## config.mk

```make
export PLATFORM = sky130hd
export DESIGN_NAME = pipe_stage_skid
export DESIGN_NICKNAME = d
export VERILOG_FILES = /design/src/rtl/pipe_stage_skid.sv
export SDC_FILE = /design/constraint.sdc
export NUM_CORES = 1
export LEC_CHECK = 0
export CAP_MARGIN = 10
export CORE_UTILIZATION = 44
export DETAILED_ROUTE_END_ITERATION = 10
export GPL_ROUTABILITY_DRIVEN = 0
export PLACE_DENSITY = 0.77
export SYNTH_ARGS = -nofsm -noshare
export SYNTH_HDL_FRONTEND = slang
export SYNTH_SLANG_ARGS = --single-unit
```

## constraint.sdc

```tcl
create_clock -name clk -period 13.8 [get_ports clk]
set_clock_uncertainty 0.1 [all_clocks]
set_input_delay 2.76 -clock clk [delete_from_list [all_inputs] [get_ports clk]]
set_output_delay 2.76 -clock clk [all_outputs]
set_load 0.02 [all_outputs]
```

## src/rtl/pipe_stage_skid.sv

```systemverilog
// Inter-stage pipeline register with a valid/ready handshake and a two-entry skid buffer.
// Carries PC, payload, exception code and delay-slot flag; supports flush, exception and stall counting.
module pipe_stage_skid #(
   parameter int unsigned DATA_W  = 96,
   parameter int unsigned PC_W    = 32,
   parameter int unsigned EXC_W   = 5,
   parameter logic [31:0] EXC_VEC = 32'h0000_4180,
   parameter logic [31:0] CLR_PC  = 32'h0000_0000,
   parameter int unsigned CNT_W   = 16
) (
   input  logic              clk,
   input  logic              reset,
   input  logic              flush,
   input  logic              req,
   input  logic              in_valid,
   output logic              in_ready,
   input  logic [PC_W-1:0]   in_pc,
   input  logic [DATA_W-1:0] in_data,
   input  logic [EXC_W-1:0]  in_exc,
   input  logic              in_ds,
   output logic              out_valid,
   input  logic              out_ready,
   output logic [PC_W-1:0]   out_pc,
   output logic [DATA_W-1:0] out_data,
   output logic [EXC_W-1:0]  out_exc,
   output logic              out_ds,
   output logic [CNT_W-1:0]  stall_cnt
);

   localparam logic [PC_W-1:0] ExcPc = PC_W'(EXC_VEC);
   localparam logic [PC_W-1:0] ClrPc = PC_W'(CLR_PC);

   // Encoding is {skid_valid, main_valid}; 2'b10 is unreachable.
   typedef enum logic [1:0] {
      StEmpty = 2'b00,
      StMain  = 2'b01,
      StSkid  = 2'b11
   } state_e;

   state_e state_q, state_d;

   logic [PC_W-1:0]   main_pc_q;
   logic [DATA_W-1:0] main_data_q;
   logic [EXC_W-1:0]  main_exc_q;
   logic              main_ds_q;

   logic [PC_W-1:0]   skid_pc_q;
   logic [DATA_W-1:0] skid_data_q;
   logic [EXC_W-1:0]  skid_exc_q;
   logic              skid_ds_q;

   logic [CNT_W-1:0]  stall_q, stall_d;

   logic in_hs, out_hs;
   logic ld_main_in, ld_main_skid, ld_skid;

   assign out_valid = state_q[0];
   assign in_ready  = ~state_q[1];
   assign out_pc    = main_pc_q;
   assign out_data  = main_data_q;
   assign out_exc   = main_exc_q;
   assign out_ds    = main_ds_q;
   assign stall_cnt = stall_q;

   assign in_hs  = in_valid & in_ready;
   assign out_hs = out_valid & out_ready;

   always_comb begin
      state_d      = state_q;
      ld_main_in   = 1'b0;
      ld_main_skid = 1'b0;
      ld_skid      = 1'b0;
      case (state_q)
         StEmpty: begin
            if (in_hs) begin
               ld_main_in = 1'b1;
               state_d    = StMain;
            end
         end
         StMain: begin
            if (in_hs && out_hs) begin
               ld_main_in = 1'b1;
            end else if (in_hs) begin
               ld_skid = 1'b1;
               state_d = StSkid;
            end else if (out_hs) begin
               state_d = StEmpty;
            end
         end
         StSkid: begin
            if (out_hs) begin
               ld_main_skid = 1'b1;
               state_d      = StMain;
            end
         end
         default: state_d = StEmpty;
      endcase
   end

   always_comb begin
      stall_d = stall_q;
      if (out_valid && !out_ready && (stall_q != {CNT_W{1'b1}})) begin
         stall_d = stall_q + CNT_W'(1);
      end
   end

   always_ff @(posedge clk) begin
      if (reset) begin
         state_q     <= StEmpty;
         main_pc_q   <= ClrPc;
         main_data_q <= '0;
         main_exc_q  <= '0;
         main_ds_q   <= 1'b0;
      end else if (req || flush) begin
         state_q     <= StEmpty;
         main_pc_q   <= req ? ExcPc : ClrPc;
         main_data_q <= '0;
         main_exc_q  <= '0;
         main_ds_q   <= 1'b0;
      end else begin
         state_q <= state_d;
         if (ld_main_in) begin
            main_pc_q   <= in_pc;
            main_data_q <= in_data;
            main_exc_q  <= in_exc;
            main_ds_q   <= in_ds;
         end else if (ld_main_skid) begin
            main_pc_q   <= skid_pc_q;
            main_data_q <= skid_data_q;
            main_exc_q  <= skid_exc_q;
            main_ds_q   <= skid_ds_q;
         end
      end
   end

   // Skid payload needs no reset: it is only observed after being loaded.
   always_ff @(posedge clk) begin
      if (ld_skid && !reset && !req && !flush) begin
         skid_pc_q   <= in_pc;
         skid_data_q <= in_data;
         skid_exc_q  <= in_exc;
         skid_ds_q   <= in_ds;
      end
   end

   // Counter holds across req/flush; only reset clears it.
   always_ff @(posedge clk) begin
      if (reset) begin
         stall_q <= '0;
      end else if (!req && !flush) begin
         stall_q <= stall_d;
      end
   end

endmodule

```

* After elaboration in Yosys (flattened, before gate mapping) *
Index checks and enable logic that the tools add are counted.

word-level totals
  register bits after elaboration = 286
  bits of input ports = 140
  logic and storage cells = 62

cells by class
  add/subtract/negate cells = 1
  equal/unequal tests = 7
  mux-type cells = 23
  bitwise logic cells = 3
  reductions and logical operators = 18

operator list
  kind                                                              count
  96-bit 2-to-1 mux                                                 2
  32-bit 2-to-1 mux                                                 3
  16-bit by 1-bit adder with 16-bit output (second input constant)  1
  16-bit != test (second input constant)                            1
  15-bit 2-to-1 mux                                                 1
  2-bit 2-to-1 mux                                                  5
  5-bit 2-to-1 mux                                                  2
  1-bit 2-to-1 mux                                                  8
  1-bit logical AND                                                 7
  2-bit != test (second input constant)                             3
  2-bit case mux with 3 select lines                                1
  1-bit logical NOT                                                 4
  4-bit AND reduction                                               1
  3-bit != test (second input constant)                             1
  3-bit nonzero test                                                1
  1-bit AND                                                         2
  2-bit by 1-bit == test with 1-bit output (second input constant)  1
  2-bit == test (second input constant)                             1
  2-bit logical NOT                                                 1
  1-bit case mux with 2 select lines                                1
  2-bit AND reduction                                               1
  2-bit nonzero test                                                1
  2-bit OR reduction                                                1
  1-bit logical OR                                                  1
  1-bit NOT                                                         1

* Logic depth before layout (Yosys ltp) *
  word-level depth = 8
  gate-level depth with buffers = 8
  depth with buffers taken out = 6

* Worst setup path before layout *
No wires, ideal clock.

  path type = input-to-reg
  start = in flush
  end = reg skid_data_q[0], enable pin
  library setup time = 0.791 ns
  data arrival time = 12.651 ns
  required time = 12.909 ns
  slack = 0.258 ns
  stages on the path = 4
  buffers on the path = 2
  path through = or3_1 -> clkbuf_1 -> clkbuf_1 -> nor3_1

between the ends
  word-level cells in the longest chain between the ends = 2

ends and longest elaborated chain
  element                 line  source
  start: declaration      13    input logic flush,
  1-bit logical NOT       138   if (ld_skid && !reset && !req && !flush) begin
  1-bit logical AND       138
  end signal: assignment  140   skid_data_q <= in_data;
  end: declaration        48    logic [DATA_W-1:0] skid_data_q;

No other way between the ends.
A chain may end at the register's enable or synchronous reset.

* Worst setup path after layout *
  start = in reset
  end = reg skid_data_q[7], enable pin

between the ends
  word-level cells in the longest chain between the ends = 4

ends and longest elaborated chain
  element                          line  source
  start: declaration               12    input logic reset,
  1-bit logical NOT                138
  1-bit logical AND (3 in series)  138

No other way between the ends.

==> results.toml <==
[outcome]
status = "completed"

[timing]
setup_viol = 0
max_freq_ghz = 0.1831
worst_slack_ns = 8.339
fin_crit_ns = 5.461
drv_slew = 0
relSlewSlack = 0.2994
worst_pin_slew_ns = 1.051
finalCritPeriodShare = 0.3957
rsz0062_at_grt = "false"
setup-tns-final_ns = 0
hold_violations = 0

[critical_path]
worstPathArrival_ns = 5.53
reg2reg_depth = 7
crit_required_ns = 13.87
reg2reg_slack_ns = 10.26
start_kind = "input pin"
crit_slowest_cell = "clkdlybuf4s50_1"
crit_path_max_fanout = 59
worstSetupPathType = "in2reg"
cpPeakStageDelay_ns = 0.87
cp-end-kind = "flop"
cp_cell_sequence = "clkdlybuf4s50_1 > or3_4 > nor3_2 > buf_4"

[clocking]
cts_made_buffers = 30
cts_tree = "yes"
clock_path_buffers = 3
cts_resized = 0
hold_buffers = 0
root_buffer = "clkbuf_16"
clkTransAtPathRegs_ns = 0.06
clk_latency_ns = 0.54
h-tree-depth = 1
cts_setup_buffers = 0
cts.sinks = 286

[flow_run]
cap_violations = 0

[global_routing]
overflow = 0
antenna_found_initial = 1
grt_pass1_vias = 7730
gr-usage-all-layers = 0.2020
grt_first_pass_wirelength_um = 41660
grt_max_degree = 95

[synthesis]
synth_edf_count = 134
synth_flop_cell = "dfxtp_1"
yosysSeqAreaShare = 0.6470
synth_fp_nets = 1010
synthesis.area_mm2 = 0.01092
ys_types = 42
yosysWarnings = 0
syn_area_per_cell_um2 = 12.63
synth-async-reset-ratio = 0
synth_seq_cells = 286
synthesis.instances = 865

[placed_design]
io_buffers = 291
dpl.cell_count = 1426
post-place-ws_ns = 7.780
placed_cell_area_mm2 = 0.01409
dp_hpwl_um = 16660

[power_and_ir_drop]
powerDensity_mw_per_mm2 = 125.3
ir_drop_mv = 0.1115
leakagePower_nw = 5.989
power.total_mw = 1.899

[routing]
drc = 0
wirelength_um = 26380
drt_iter0_drc = 435
viasPerCell = 5.199
via_count = 7699
wl_per_cell_um = 17.81
ant_nets = 0
dr.pass1.iters = 4

[cells_and_area]
diodes = 0
stdcell_area_mm2 = 0.01516
layout_commonest_cell = "clkdlybuf4s50_1"
fin_nets = 1279
area_growth_pct = 38.75
fin_cells = 1481
drive_above_1_share = 0.06742
layout_common_cells = "291 x clkdlybuf4s50_1, 152 x dfxtp_1, 146 x nor2_1, 134 x a211oi_1, 134 x edfxtp_1"

[die]
die_x_um = 159.6
die_h_um = 159.6
core_area_mm2 = 0.02432
initial_core_util = 0.4491
rows = 57
io_pins = 292
dieArea_mm2 = 0.02546

[worst_hold_path]
hp-class = "reg2reg"
hold_depth = 2
## final timing paths
path,end,from
worst max register to register,out_pc[7]$_SDFFE_PP0P_,state_q[0]$_SDFFE_PP0P_
worst max-delay path,skid_data_q[7]$_DFFE_PP_,reset
worst min-delay path,stall_cnt[7]$_SDFFE_PP0P_,stall_cnt[7]$_SDFFE_PP0P_
worst min register to register,stall_cnt[7]$_SDFFE_PP0P_,stall_cnt[7]$_SDFFE_PP0P_
## layer usage
metal	part of all wire	GRT usage	up-vias
met5	0	0	-
met2	0.47	0.3301	244
met1	0.43	0.2611	3627
li1	-	-	3787
met4	0.022	0.05245	0
met3	0.081	0.06043	41
## per-stage QoR
| stage | hold WS (ns) | util |
|---|---|---|
| floorplan | 0.4643 | - |
| global placement | 0.4066 | 0.5794 |
| detailed placement | 0.4110 | 0.5794 |
| CTS | 0.4243 | 0.6232 |
| global route | 0.4754 | 0.6232 |
| finish | 0.4261 | 0.6232 |
## cell usage after synthesis, types with 4 or more instances
cell        n  share of area
nor2b_1     7         0.0040
a211oi_1  134          0.092
nor2_1    146          0.050
mux2i_1   132           0.12
clkbuf_1   59          0.020
edfxtp_1  134           0.37
ha_1        5         0.0057
nand4_1     6         0.0034
nand3_1     8         0.0037
dfxtp_1   152           0.28
a21oi_1    13         0.0060
mux2_2      6         0.0062
nand2_1     7         0.0024
o21a_1      4         0.0027
## critical path: cells and delay by family
| family | cells | cell delay [ns] |
|---|---|---|
| and+or+nand+nor | 2 | 1.16 |
| buffers and inverters | 2 | 1.54 |
## state kept, by name, summed over array words and instances (netlist names), 2 cells and up
register,count
skid_pc_q,32
out_data,96
out_exc,5
out_pc,32
stall_cnt,16
skid_exc_q,5
state_q,2
skid_data_q,96
## layout make-up
class | instances | area (µm²)
clock buffers | 43 | 902.1
clock inverters | 12 | 163.9
fillers | 1901 | 9164
inverters | 3 | 11.26
multi-input cells | 514 | 3633
flip-flops and latches | 286 | 7067
well taps | 324 | 405.4
repair buffers | 299 | 2973
## logic make-up (layout without fill, tap and decap cells)
family / count (synthesis) / after routing / share of synthesized area
AOI/OAI and AO/OA: 169 / 169 / 0.1140
adders and majority gates: 5 / 5 / 0.005727
buffers and inverters: 65 / 357 / 0.02268
DFF: 286 / 286 / 0.6470
muxes: 139 / 139 / 0.1282
and+or+nand+nor: 201 / 201 / 0.08248
## power by group
part | switching [mW] | total [mW] | internal, mW
Combinational | 0.0714 | 0.142 | 0.0705
Clock | 0.324 | 0.851 | 0.527
Sequential | 0.00682 | 0.906 | 0.899
Total | 0.403 | 1.90 | 1.50
Power figures use the tool's default switching activity.
==> RTL edit, RTL diff (same flow settings) <==
Change the parameter `PC_W` from 32 to 24.
--- a/src/rtl/pipe_stage_skid.sv
+++ b/src/rtl/pipe_stage_skid.sv
@@ -3,5 +3,5 @@
 module pipe_stage_skid #(
    parameter int unsigned DATA_W  = 96,
-   parameter int unsigned PC_W    = 32,
+   parameter int unsigned PC_W    = 24,
    parameter int unsigned EXC_W   = 5,
    parameter logic [31:0] EXC_VEC = 32'h0000_4180,
Interface: changed (resized in_pc and out_pc); port bits go from 292 to 276. No check against the original RTL was run, so the function may have changed too.
==> RTL edit against the original RTL <==
- final cell count down 5.2%
- setup slack worse by 0.21 ns
- total power down 7.3%
- first-iteration DRC count down 0.69%
- sequential cell count down 16
- wire length down 6.0%
- design area down 5.7%
- combinational power down 9.9%
- area after synthesis down 5.3%
==> RTL edit: results (changes against the original RTL) <==
| Metric | Value |
|---|---|
| IR Drop Worst-Case VDD | `0.0989 mV (-11%)` |
| Max FO, Critical Path | `61 (+3.4%)` |
| Skew-Pair Late Insertion Delay | `0.53 ns` |
| Asr flop ratio synth | `0% (unchanged)` |
| Routed Antenna Nets | `0 (unchanged)` |
| Post-CTS Setup Inserts | `0 (unchanged)` |
| First-pass GRT wire length | `38.7 mm (-7.1%)` |
| Initial antenna violation count | `0 (-1)` |
| Drt first pass iters | `5 (+1)` |
| Starting DRC count in detailed routing | `432 (-0.69%)` |
| Dpl ws | `7.55 ns (-0.234 ns)` |
| Input/output buffers | `275 (-5.5%)` |
| Worst slew pin tran | `1.22 ns (+0.165 ns)` |
| Status | `finished, final reports clean` |
| Placed cell area | `0.0133 mm² (-5.5%)` |
| Nets | `1,206 (-5.7%)` |
| Clock-pin slew on the worst setup and hold paths | `0.06 ns (about the same)` |
| Static Leak | `5.62 nW (-6.1%)` |
| Crit path DAT | `5.99 ns (+0.46 ns)` |
| Max clock buf depth | `3 (unchanged)` |
| Vias in the first global route | `7,240 (-6.3%)` |
| Syn_area_per_cell | `12.6 µm² (+0.16%)` |
| Post_cts resized | `0 (unchanged)` |
| Synth warn | `0 (unchanged)` |
| Most instantiated cells after synthesis | `dfxtp_1, nor2_1, a211oi_1` |
| Layout cells sized above 1 | `5.68% (-1.1 points)` |
| Post-Route WL | `24.8 mm (-6.0%)` |
| Diode count | `0 (unchanged)` |
| Worst Hold Class | `register to register` |
| Largest net degree at the start of global routing | `249 (+160%)` |
| Synthesized Nets | `955 (-5.4%)` |
| CTS Root Cell | `clkbuf_16` |
| Largest cells by area after synthesis | `edfxtp_1, dfxtp_1, mux2i_1` |
| Placed cell count | `1,352 (-5.2%)` |
| Main synth FF type | `dfxtp_1` |
| Sequential element share of the synthesized area | `64.4% (-0.26 points)` |
| Distinct cell type count after synthesis | `44 (+4.8%)` |
| GRT Util Overall | `20.0% (-0.17 points)` |
| H-tree depth | `1 (unchanged)` |
| Vias | `7,366 (-4.3%)` |
| Detailed Place HPWL | `15.4 mm (-7.2%)` |
| Non-filler cells, final | `1,404 (-5.2%)` |
| Inserted Clock Buffers | `28 (-6.7%)` |
| Post-synth EDFFs | `126 (-6.0%)` |
## RTL edit: cell types whose count changed after synthesis, moves of 6 or more
cell,unedited run,this run
clkbuf_1,59,29
buf_2,3,28
nor2_1,146,133
dfxtp_1,152,144
edfxtp_1,134,126
a211oi_1,134,127
mux2i_1,132,126
## RTL edit: path summary, 6_finish.rpt
path                              startpoint      endpoint  slack, ns  cells after the start
worst max-delay path               out_ready    out_pc[14]       8.13                      6
worst min-delay path            stall_cnt[1]  stall_cnt[1]       0.44                      2
worst max register to register    state_q[0]    out_pc[14]      10.26                      6
worst min register to register  stall_cnt[1]  stall_cnt[1]       0.44                      2
## RTL edit: critical path, cell delays in order
cell and delay, ns:
clkdlybuf4s50_1 0.60, nand3_4 0.27, buf_4 0.78, buf_4 0.92
nand3_1 0.25, o221a_2 0.35
## RTL edit: report_power, final
part           leakage (nW)  total [mW]  internal (mW)  switching, mW
clock network         0.484       0.778          0.480          0.298
logic                  2.84       0.128         0.0650         0.0630
registers              2.30       0.854          0.848        0.00600
total                  5.62        1.76           1.39          0.367
## RTL edit: cells by family (layout without fill, tap and decap cells)
group / count (synthesis) / in the layout / synth area share, %
multiplexers: 130 / 130 / 12.6
AND/OR/NAND/NOR: 187 / 187 / 8.05
buffers and inverters: 66 / 339 / 2.84
adder cells (fa/ha/maj): 5 / 5 / 0.605
XOR/XNOR: 1 / 1 / 0.0847
flip-flops: 270 / 270 / 64.4
AO/OA/AOI/OAI: 159 / 159 / 11.4
## RTL edit: cell type report
| type | instances | area (µm²) |
|---|---|---|
| multi-input combinational | 482 | 3430 |
| tap | 313 | 392 |
| timing repair buffer | 281 | 2810 |
| clock inverter | 13 | 133 |
| clock buffer | 39 | 845 |
| inverter | 6 | 22.5 |
| fill | 1823 | 8550 |
| sequential | 270 | 6670 |
## RTL edit: layer usage
metal	vias up	global-route usage [%]	share of wire (%)
met1	3502	25.6	42
met2	245	32.0	46
met4	0	7.00	3.0
met3	46	6.41	8.4
met5	-	0	0
li1	3573	-	-
